## src/rtl/pipe_stage_skid.sv

```systemverilog
// Inter-stage pipeline register with valid/ready handshake, 2-entry skid buffer,
// OR-combined flush inputs and a saturating flush-event counter.
module pipe_stage_skid #(
  parameter int unsigned CTRL_W     = 17,
  parameter int unsigned DATA_W     = 235,
  parameter int unsigned NFLUSH     = 2,
  parameter int unsigned CLEAR_DATA = 1,
  parameter int unsigned CNT_W      = 16
) (
  input  logic              Clk,
  input  logic              Reset,
  input  logic              In_Valid,
  output logic              In_Ready,
  input  logic [CTRL_W-1:0] In_Ctrl,
  input  logic [DATA_W-1:0] In_Data,
  input  logic [NFLUSH-1:0] Flush,
  output logic              Out_Valid,
  input  logic              Out_Ready,
  output logic [CTRL_W-1:0] Out_Ctrl,
  output logic [DATA_W-1:0] Out_Data,
  output logic [1:0]        Occupancy,
  output logic [CNT_W-1:0]  FlushCnt
);

  // Encoding equals the number of entries held, so Occupancy is the state register itself.
  typedef enum logic [1:0] {
    StEmpty = 2'd0,
    StOne   = 2'd1,
    StFull  = 2'd2
  } state_e;

  state_e              state_q, state_d;
  logic [CTRL_W-1:0]   head_ctrl_q, head_ctrl_d;
  logic [DATA_W-1:0]   head_data_q, head_data_d;
  logic [CTRL_W-1:0]   skid_ctrl_q, skid_ctrl_d;
  logic [DATA_W-1:0]   skid_data_q, skid_data_d;
  logic [CNT_W-1:0]    cnt_q, cnt_d;

  logic flush_any;
  logic accept;
  logic drain;

  assign flush_any = |Flush;
  assign accept    = In_Valid & In_Ready;
  assign drain     = Out_Valid & Out_Ready;

  always_comb begin
    state_d     = state_q;
    head_ctrl_d = head_ctrl_q;
    head_data_d = head_data_q;
    skid_ctrl_d = skid_ctrl_q;
    skid_data_d = skid_data_q;

    if (flush_any) begin
      // Flush wins over accept and drain; a same-cycle drain was already seen downstream.
      state_d     = StEmpty;
      head_ctrl_d = '0;
      skid_ctrl_d = '0;
      if (CLEAR_DATA != 0) begin
        head_data_d = '0;
        skid_data_d = '0;
      end
    end else begin
      unique case (state_q)
        StEmpty: begin
          if (accept) begin
            state_d     = StOne;
            head_ctrl_d = In_Ctrl;
            head_data_d = In_Data;
          end
        end
        StOne: begin
          if (accept && drain) begin
            head_ctrl_d = In_Ctrl;
            head_data_d = In_Data;
          end else if (accept) begin
            state_d     = StFull;
            skid_ctrl_d = In_Ctrl;
            skid_data_d = In_Data;
          end else if (drain) begin
            state_d     = StEmpty;
            head_ctrl_d = '0;
            if (CLEAR_DATA != 0) begin
              head_data_d = '0;
            end
          end
        end
        StFull: begin
          if (drain) begin
            state_d     = StOne;
            head_ctrl_d = skid_ctrl_q;
            head_data_d = skid_data_q;
            skid_ctrl_d = '0;
            skid_data_d = '0;
          end
        end
        default: begin
          state_d     = StEmpty;
          head_ctrl_d = '0;
          skid_ctrl_d = '0;
        end
      endcase
    end
  end

  always_comb begin
    cnt_d = cnt_q;
    if (flush_any && (cnt_q != {CNT_W{1'b1}})) begin
      cnt_d = cnt_q + CNT_W'(1);
    end
  end

  always_ff @(posedge Clk or posedge Reset) begin
    if (Reset) begin
      state_q     <= StEmpty;
      head_ctrl_q <= '0;
      head_data_q <= '0;
      skid_ctrl_q <= '0;
      skid_data_q <= '0;
      cnt_q       <= '0;
    end else begin
      state_q     <= state_d;
      head_ctrl_q <= head_ctrl_d;
      head_data_q <= head_data_d;
      skid_ctrl_q <= skid_ctrl_d;
      skid_data_q <= skid_data_d;
      cnt_q       <= cnt_d;
    end
  end

  assign In_Ready  = (state_q != StFull);
  assign Out_Valid = (state_q != StEmpty);
  assign Out_Ctrl  = head_ctrl_q;
  assign Out_Data  = head_data_q;
  assign Occupancy = state_q;
  assign FlushCnt  = cnt_q;

endmodule

```

## config.mk

```make
export PLATFORM = sky130hd
export DESIGN_NAME = pipe_stage_skid
export DESIGN_NICKNAME = d
export VERILOG_FILES = /design/src/rtl/pipe_stage_skid.sv
export SDC_FILE = /design/constraint.sdc
export NUM_CORES = 1
export LEC_CHECK = 0
export ABC_AREA = 1
export CORE_MARGIN = 10
export CORE_UTILIZATION = 47
export DETAILED_ROUTE_END_ITERATION = 7
export MAX_ROUTING_LAYER = met4
export PLACE_DENSITY = 0.77
export SYNTH_ARGS = -nofsm -noshare
export SYNTH_HDL_FRONTEND = slang
export SYNTH_SLANG_ARGS = --single-unit
```

## constraint.sdc

```tcl
create_clock -name Clk -period 17.8 [get_ports Clk]
set_input_delay 3.56 -clock Clk [delete_from_list [all_inputs] [get_ports Clk]]
set_output_delay 3.56 -clock Clk [all_outputs]
set_load 0.1 [all_outputs]
```

==> run_summary.xml, run 1 <==
<?xml version="1.0" encoding="UTF-8"?>
<metrics>
  <group name="routing">
    <metric name="drt_iter0_markers" unit="">2383</metric>
    <metric name="detail_route.first_pass.iterations" unit="">5</metric>
    <metric name="postRouteAntennaNets" unit="">0</metric>
    <metric name="wirelength" unit="µm">85500</metric>
    <metric name="drc" unit="">0</metric>
    <metric name="via_count" unit="">25007</metric>
    <metric name="viasPerCell" unit="">5.13</metric>
    <metric name="routedWlPerCell" unit="µm">17.5</metric>
  </group>
  <group name="logic_synthesis">
    <metric name="yosys.area.top_type" unit="">sky130_fd_sc_hd__dfrtp_1</metric>
    <metric name="yosys.area_share.adder" unit="">0.00289</metric>
    <metric name="ys_top_cells_by_area" unit="">sky130_fd_sc_hd__dfrtp_1 50%, sky130_fd_sc_hd__nand2_1 34%, sky130_fd_sc_hd__nand3_1 5.1%</metric>
    <metric name="synth_compound_gate_area_share" unit="">0.00318</metric>
    <metric name="post_synth_mux_area_share" unit="">0</metric>
    <metric name="syn_nets" unit="">3991</metric>
    <metric name="synth-xor-area-share" unit="">0.00169</metric>
    <metric name="yosys.area.top_type_share" unit="">0.503</metric>
    <metric name="syn_avg_cell_area" unit="µm²">6.96</metric>
    <metric name="yosysSeqAreaShare" unit="">0.503</metric>
    <metric name="syn_area" unit="µm²">26000</metric>
    <metric name="yosysUniqueCellTypes" unit="">26</metric>
    <metric name="yosys_warnings" unit="">0</metric>
    <metric name="ys_ff_latch" unit="">522</metric>
    <metric name="post_synth_and_or_nand_nor_area_fraction" unit="">0.436</metric>
    <metric name="main_combinational_cell_family_by_area_after_synthesis" unit="">simple AND/OR/NAND/NOR gates</metric>
    <metric name="post_synth_inst_count" unit="">3727</metric>
  </group>
  <group name="clock_tree">
    <metric name="clk_pin_slew" unit="ps">60</metric>
    <metric name="post-cts-setup-buffer-count" unit="">0</metric>
    <metric name="numCtsBuffers" unit="">57</metric>
    <metric name="cts.sink_count" unit="">522</metric>
    <metric name="clkLatencyLatePin" unit="ps">620</metric>
    <metric name="cts_tree" unit="">yes</metric>
    <metric name="hold_buffers" unit="">0</metric>
    <metric name="cts_buffer_depth" unit="">3</metric>
    <metric name="root_cell_of_the_clock_tree" unit="">sky130_fd_sc_hd__clkbuf_16</metric>
    <metric name="cts_h_tree_depth" unit="">2</metric>
    <metric name="post_cts_resized" unit="">0</metric>
  </group>
  <group name="timing">
    <metric name="fin_tns_setup" unit="ps">0</metric>
    <metric name="setup_repair_after_global_routing_missed_its_margin" unit="">false</metric>
    <metric name="slew_worst_pin" unit="ps">1140</metric>
    <metric name="fmax" unit="MHz">147</metric>
    <metric name="worst_slew_margin_rel" unit="">0.237</metric>
    <metric name="finalHoldViolations" unit="">0</metric>
    <metric name="report.final.slew_viol_count" unit="">0</metric>
    <metric name="fin_crit_sh" unit="">0.383</metric>
    <metric name="worst_clock_skew" unit="ps">29.5</metric>
    <metric name="timing.final.setup_violations" unit="">0</metric>
    <metric name="postLayoutSetupSlackWorst" unit="ps">10980</metric>
    <metric name="finalWorstPathRequiredPeriod" unit="ps">6820</metric>
  </group>
  <group name="power_and_ir_drop">
    <metric name="share_comb_of_total_power" unit="">0.244</metric>
    <metric name="switching_share" unit="">0.348</metric>
    <metric name="pwr_density_cell" unit="nW/µm²">102</metric>
    <metric name="share_clk_of_total_power" unit="">0.363</metric>
    <metric name="leakagePower" unit="nW">18.2</metric>
    <metric name="vdd_ir_drop_max" unit="mV">0.0747</metric>
    <metric name="power.net_switching" unit="mW">1.17</metric>
    <metric name="seqPwrFrac" unit="">0.392</metric>
    <metric name="cell_internal_pwr" unit="mW">2.20</metric>
  </group>
  <group name="final_layout">
    <metric name="drive_above_1_share" unit="">0.0345</metric>
    <metric name="syn_to_final_growth" unit="%">27.7</metric>
    <metric name="nets" unit="">4362</metric>
    <metric name="instances_no_fill" unit="">4878</metric>
    <metric name="fillers" unit="">4995</metric>
  </group>
  <group name="status">
    <metric name="run_status" unit="">completed</metric>
  </group>
  <group name="critical_path">
    <metric name="critical_path.reg2reg.endpoint" unit="">skid_data_q[122]</metric>
    <metric name="worst-endpoint-arrival" unit="ps">7360</metric>
    <metric name="ff2ff_path_depth" unit="">9</metric>
    <metric name="startpoint_type" unit="">input port</metric>
    <metric name="critical_path_class" unit="">input port to flip-flop</metric>
    <metric name="timing.critical_path.fanout_max" unit="">145</metric>
    <metric name="regToRegStartpoint" unit="">Occupancy[1]</metric>
    <metric name="critPathRequiredTime" unit="ps">18340</metric>
    <metric name="critPathCaptureType" unit="">flip-flop</metric>
    <metric name="setup.reg_to_reg.worst_slack" unit="ps">13310</metric>
  </group>
  <group name="placement">
    <metric name="placed_cells" unit="">4743</metric>
    <metric name="dp_hpwl" unit="µm">52600</metric>
    <metric name="port_buffers" unit="">529</metric>
    <metric name="place_worst_setup_slack" unit="ps">10310</metric>
    <metric name="place_congestion" unit="">0.864</metric>
  </group>
  <group name="grt">
    <metric name="wire_length_of_the_first_global_routing_pass" unit="µm">133000</metric>
    <metric name="track_usage" unit="">0.262</metric>
    <metric name="first_global_vias" unit="">23380</metric>
    <metric name="global_route.usage.met3" unit="">0.0647</metric>
    <metric name="antenna_found_initial" unit="">26</metric>
    <metric name="global_route.peak_usage_layer" unit="">met2</metric>
    <metric name="globalRoute.totalOverflow" unit="">0</metric>
    <metric name="grt_max_degree" unit="">146</metric>
    <metric name="groute.layer.met1.usage" unit="">0.336</metric>
    <metric name="met2_track_demand_over_resource_in_global_routing" unit="">0.401</metric>
  </group>
  <group name="floorplan">
    <metric name="chipHeight" unit="µm">255</metric>
    <metric name="die_w" unit="µm">255</metric>
    <metric name="start_util" unit="">0.473</metric>
    <metric name="core.rowCount" unit="">86</metric>
    <metric name="ios" unit="">530</metric>
    <metric name="area_enclosed_by_the_die_boundary" unit="µm²">65000</metric>
    <metric name="coreArea" unit="µm²">54900</metric>
  </group>
  <group name="hold_path">
    <metric name="worst_hold_endpoint" unit="">skid_data_q[234]</metric>
    <metric name="min-delay-start" unit="">skid_data_q[234]</metric>
    <metric name="hold_path_stages" unit="">2</metric>
    <metric name="classification_of_the_worst_slack_hold_path" unit="">flip-flop to flip-flop</metric>
  </group>
  <group name="run">
    <metric name="max_cap_violations" unit="">0</metric>
  </group>
</metrics>
## cell usage after synthesis (all sizes together)
cell type	number
inv	23
o21ai	14
clkbuf	72
o21a	1
or2	1
nand2	2356
nor2	277
dfrtp	522
ha	6
nand3	267
buf	174
xnor2	3
nand4	6
xor2	2
a21oi	1
nand3b	2
## power by group through the flow
stage	sequential [mW]	clock, mW	combinational, mW
6_report	1.32	1.22	0.823
5_1_grt	1.33	1.29	0.878
4_1_cts	1.32	1.24	0.827
3_5_place_dp	1.34	0	0.824
3_3_place_gp	1.34	0	0.818
2_1_floorplan	1.66	0	0.258
## per-layer routing
layer,share of wire,vias up
li1,-,12092
met1,0.40,11837
met2,0.48,947
met3,0.092,131
met4,0.027,0
met5,0,-
## worst max-delay path by stage
| stage | start | endpoint | slack (ps) | cells past startpoint |
|---|---|---|---|---|
| 2_1_floorplan | Reset | FlushCnt[0] | 7150 | 1 |
| 3_3_place_gp | Flush[1] | skid_data_q[125] | 10430 | 10 |
| 3_5_place_dp | Flush[1] | skid_data_q[122] | 10310 | 10 |
| 4_1_cts | Flush[1] | skid_data_q[122] | 10940 | 10 |
| 5_1_grt | Flush[1] | skid_data_q[122] | 10660 | 10 |
| 6_report | Flush[1] | skid_data_q[122] | 10980 | 10 |
## placed cells by master (no fill, tap or decap), drive strengths merged
| cell | netlist | final |
|---|---|---|
| a21oi | 1 | 1 |
| buf | 174 | 29 |
| bufinv | 0 | 3 |
| clkbuf | 72 | 86 |
| clkdlybuf4s50 | 0 | 529 |
| clkinv | 0 | 16 |
| clkinvlp | 0 | 1 |
| dfrtp | 522 | 522 |
| diode | 0 | 30 |
| ha | 6 | 6 |
| inv | 23 | 22 |
| nand2 | 2356 | 2356 |
| nand3 | 267 | 267 |
| nand3b | 2 | 2 |
| nand4 | 6 | 6 |
| nor2 | 277 | 277 |
| o21a | 1 | 1 |
| o21ai | 14 | 14 |
| or2 | 1 | 1 |
| xnor2 | 3 | 3 |
| xor2 | 2 | 2 |
## kinds of logic (layout without fill, tap and decap cells)
family          count (synthesis)  after routing
simple gates                 2909           2909
compound gates                 16             16
fa+ha+maj                       6              6
xor+xnor                        5              5
buf+inv                       269            686
flops                         522            522
other cells                     0             30
## through the flow
step / power, mW / cell area [µm²] / util / hold WS [ps]
3_5_place_dp: 2.16 / 31100 / 0.567 / 458
5_1_grt: 3.49 / 33100 / 0.604 / 483
3_3_place_gp: 2.16 / 31100 / 0.567 / 454
6_report: 3.37 / 33100 / 0.604 / 469
4_1_cts: 3.39 / 33100 / 0.603 / 473
2_1_floorplan: 1.92 / 26000 / - / 442
## final cells by class
type | count | area, µm² | area share
Clock inverter | 19 | 174 | 0.00525
Antenna cell | 30 | 75.1 | 0.00226
Tap cell | 704 | 881 | 0.0266
Multi-Input combinational cell | 2936 | 11600 | 0.349
Sequential cell | 522 | 13100 | 0.394
Timing Repair Buffer | 558 | 5510 | 0.166
Clock buffer | 86 | 1770 | 0.0533
Inverter | 23 | 118 | 0.00355
## sequential cells by signal, indices dropped and copies added (netlist names)
name and flops:
skid_ctrl_q 17, Occupancy 2, Out_Ctrl 17, FlushCnt 16, Out_Data 235, skid_data_q 235
## worst max-delay path: stages
cell and delay, ps:
sky130_fd_sc_hd__clkdlybuf4s50_1 390, sky130_fd_sc_hd__nor2_1 100, sky130_fd_sc_hd__buf_4 240, sky130_fd_sc_hd__nand2_1 80
sky130_fd_sc_hd__o21ai_1 250, sky130_fd_sc_hd__clkinv_4 540, sky130_fd_sc_hd__nand2_8 910, sky130_fd_sc_hd__buf_4 930
sky130_fd_sc_hd__nand2_1 160, sky130_fd_sc_hd__nand2_1 110
No activity file was read; power rests on OpenSTA's default activity.
==> run 2, diff against run 1 <==
--- a/config.mk
+++ b/config.mk
@@ -7,10 +7,10 @@
 export LEC_CHECK = 0
 export ABC_AREA = 1
 export CORE_MARGIN = 10
-export CORE_UTILIZATION = 47
+export CORE_UTILIZATION = 52
 export DETAILED_ROUTE_END_ITERATION = 7
 export MAX_ROUTING_LAYER = met4
-export PLACE_DENSITY = 0.77
+export PLACE_DENSITY = 0.81
 export SYNTH_ARGS = -nofsm -noshare
 export SYNTH_HDL_FRONTEND = slang
 export SYNTH_SLANG_ARGS = --single-unit
==> constraint.sdc (replaced) <==
create_clock -name Clk -period 6.9 [get_ports Clk]
set_input_delay 1.38 -clock Clk [delete_from_list [all_inputs] [get_ports Clk]]
set_output_delay 1.38 -clock Clk [all_outputs]
set_load 0.1 [all_outputs]
==> run 2 against run 1 <==
Total power grew to 2.6 times the previous value. Clock skew fell by 14 ps. Die area decreased by 8.9%. Sequential power rose to 2.6 times the previous value. Register-to-register slack got worse by 11000 ps. Count of clock-buffer cells in the layout shrank 5. Sequential share of layout area is essentially flat. Highest routed layer unchanged. Flip-flop and latch count is the same. Wire length grew 1.3%.
==> run_summary.xml, run 2 (synthesis results as in run 1) <==
<?xml version="1.0" encoding="UTF-8"?>
<metrics>
  <group name="timing">
    <metric name="report.final.slew_viol_count" unit="">0</metric>
    <metric name="timing.final.setup_violations" unit="">0</metric>
    <metric name="worst_slew_margin_rel" unit="">0.197</metric>
    <metric name="finalWorstPathRequiredPeriod" unit="ps">4450</metric>
    <metric name="postLayoutSetupSlackWorst" unit="ps">2450</metric>
    <metric name="fmax" unit="MHz">224</metric>
    <metric name="slew_worst_pin" unit="ps">1200</metric>
    <metric name="fin_tns_setup" unit="ps">0</metric>
    <metric name="finalHoldViolations" unit="">0</metric>
    <metric name="setup_repair_after_global_routing_missed_its_margin" unit="">false</metric>
    <metric name="fin_crit_sh" unit="">0.646</metric>
    <metric name="worst_clock_skew" unit="ps">15.8</metric>
  </group>
  <group name="routing">
    <metric name="detail_route.first_pass.iterations" unit="">5</metric>
    <metric name="drc" unit="">0</metric>
    <metric name="drt_iter0_markers" unit="">2672</metric>
    <metric name="routedWlPerCell" unit="µm">17.9</metric>
    <metric name="wirelength" unit="µm">86700</metric>
    <metric name="postRouteAntennaNets" unit="">0</metric>
    <metric name="viasPerCell" unit="">5.27</metric>
    <metric name="via_count" unit="">25508</metric>
  </group>
  <group name="clock_tree">
    <metric name="numCtsBuffers" unit="">57</metric>
    <metric name="cts_buffer_depth" unit="">3</metric>
    <metric name="post-cts-setup-buffer-count" unit="">0</metric>
    <metric name="hold_buffers" unit="">0</metric>
    <metric name="cts_tree" unit="">yes</metric>
    <metric name="cts.sink_count" unit="">522</metric>
    <metric name="cts_h_tree_depth" unit="">2</metric>
    <metric name="clkLatencyLatePin" unit="ps">620</metric>
    <metric name="root_cell_of_the_clock_tree" unit="">sky130_fd_sc_hd__clkbuf_16</metric>
    <metric name="post_cts_resized" unit="">0</metric>
    <metric name="clk_pin_slew" unit="ps">60</metric>
  </group>
  <group name="critical_path">
    <metric name="critPathCaptureType" unit="">flip-flop</metric>
    <metric name="startpoint_type" unit="">flip-flop</metric>
    <metric name="timing.critical_path.fanout_max" unit="">147</metric>
    <metric name="regToRegStartpoint" unit="">Occupancy[0]</metric>
    <metric name="critical_path_class" unit="">flip-flop to flip-flop</metric>
    <metric name="critical_path.reg2reg.endpoint" unit="">skid_data_q[115]</metric>
    <metric name="setup.reg_to_reg.worst_slack" unit="ps">2450</metric>
    <metric name="ff2ff_path_depth" unit="">11</metric>
    <metric name="worst-endpoint-arrival" unit="ps">4960</metric>
    <metric name="critPathRequiredTime" unit="ps">7400</metric>
  </group>
  <group name="placement">
    <metric name="place_congestion" unit="">0.872</metric>
    <metric name="place_worst_setup_slack" unit="ps">2310</metric>
    <metric name="port_buffers" unit="">529</metric>
    <metric name="dp_hpwl" unit="µm">52700</metric>
    <metric name="placed_cell_area" unit="µm²">31200</metric>
  </group>
  <group name="final_layout">
    <metric name="layout.cells.most_common" unit="">sky130_fd_sc_hd__nand2_1</metric>
    <metric name="nets" unit="">4358</metric>
    <metric name="utilization_after_layout" unit="">0.675</metric>
    <metric name="fillers" unit="">4132</metric>
    <metric name="post-route-cell-area" unit="µm²">33200</metric>
    <metric name="syn_to_final_growth" unit="%">27.8</metric>
    <metric name="layout_common_cells" unit="">2351 x sky130_fd_sc_hd__nand2_1, 529 x sky130_fd_sc_hd__clkdlybuf4s50_1, 522 x sky130_fd_sc_hd__dfrtp_1, 275 x sky130_fd_sc_hd__nor2_1, 265 x sky130_fd_sc_hd__nand3_1</metric>
    <metric name="drive_above_1_share" unit="">0.0312</metric>
  </group>
  <group name="grt">
    <metric name="global_route.usage.met3" unit="">0.0734</metric>
    <metric name="globalRoute.totalOverflow" unit="">0</metric>
    <metric name="antenna_found_initial" unit="">40</metric>
    <metric name="global_route.peak_usage_layer" unit="">met2</metric>
    <metric name="track_usage" unit="">0.287</metric>
    <metric name="met2_track_demand_over_resource_in_global_routing" unit="">0.431</metric>
    <metric name="first_global_vias" unit="">23729</metric>
    <metric name="wire_length_of_the_first_global_routing_pass" unit="µm">135000</metric>
    <metric name="groute.layer.met1.usage" unit="">0.367</metric>
    <metric name="grt_max_degree" unit="">170</metric>
  </group>
  <group name="floorplan">
    <metric name="area_enclosed_by_the_die_boundary" unit="µm²">59200</metric>
    <metric name="die_w" unit="µm">243</metric>
    <metric name="start_util" unit="">0.528</metric>
    <metric name="core.rowCount" unit="">81</metric>
    <metric name="chipHeight" unit="µm">243</metric>
    <metric name="coreArea" unit="µm²">49200</metric>
    <metric name="ios" unit="">530</metric>
  </group>
  <group name="power_and_ir_drop">
    <metric name="leakagePower" unit="nW">18.2</metric>
    <metric name="pwr_density_cell" unit="nW/µm²">262</metric>
    <metric name="total_power" unit="mW">8.70</metric>
    <metric name="vdd_ir_drop_max" unit="mV">0.486</metric>
  </group>
  <group name="hold_path">
    <metric name="worst_hold_endpoint" unit="">skid_data_q[210]</metric>
    <metric name="classification_of_the_worst_slack_hold_path" unit="">flip-flop to flip-flop</metric>
    <metric name="min-delay-start" unit="">skid_data_q[210]</metric>
    <metric name="hold_path_stages" unit="">2</metric>
  </group>
  <group name="status">
    <metric name="run_status" unit="">completed</metric>
  </group>
  <group name="run">
    <metric name="max_cap_violations" unit="">0</metric>
  </group>
</metrics>
==> run 2: through the flow <==
stage	hold WS (ps)	cells
global placement	453	4699
CTS	472	4802
global route	486	4843
finish	469	4844
detailed placement	458	4699
floorplan	442	3727
==> run 2: critical path, stage by stage, from the launching register on <==
cell and delay (ps):
sky130_fd_sc_hd__dfrtp_1 410, sky130_fd_sc_hd__inv_1 110, sky130_fd_sc_hd__ha_1 520, sky130_fd_sc_hd__inv_6 640, sky130_fd_sc_hd__nand2_1 220, sky130_fd_sc_hd__nand3_1 140
sky130_fd_sc_hd__o21ai_1 150, sky130_fd_sc_hd__inv_6 590, sky130_fd_sc_hd__nand2_8 680, sky130_fd_sc_hd__buf_12 500, sky130_fd_sc_hd__nand2_1 130, sky130_fd_sc_hd__nand2_1 60
==> run 2: report_power, final <==
group / internal, mW / total (mW) / switching [mW]
Clock: 1.86 / 3.17 / 1.31
Sequential: 3.26 / 3.41 / 0.142
Combinational: 0.539 / 2.13 / 1.59
Total: 5.66 / 8.70 / 3.04
==> run 2: metal layers <==
metal	vias up	wire length, µm
met4	0	2820
met2	1079	40400
met5	-	0
met1	12135	35100
li1	12140	-
met3	154	8370
==> run 2: layout make-up <==
cell class	count	area [µm²]	share of cell area
clock buffers	81	1620	0.0488
multi-input cells	2936	11600	0.348
diodes	42	105	0.00317
inverters	23	118	0.00355
clock inverters	22	298	0.00898
flip-flops and latches	522	13100	0.394
well taps	664	831	0.0250
repair buffers	554	5580	0.168
==> run 2: worst max path at each step <==
stage | start | depth (start not counted) | slack [ps] | end
after global placement | Out_Ready | 10 | 2370 | skid_data_q[124]
final | Occupancy[0] | 11 | 2450 | skid_data_q[115]
after floorplan | Reset | 1 | -1570 | FlushCnt[0]
after global routing | Occupancy[0] | 11 | 2090 | skid_data_q[115]
after detailed placement | Out_Ready | 10 | 2310 | skid_data_q[125]
after CTS | Occupancy[0] | 11 | 2460 | skid_data_q[115]
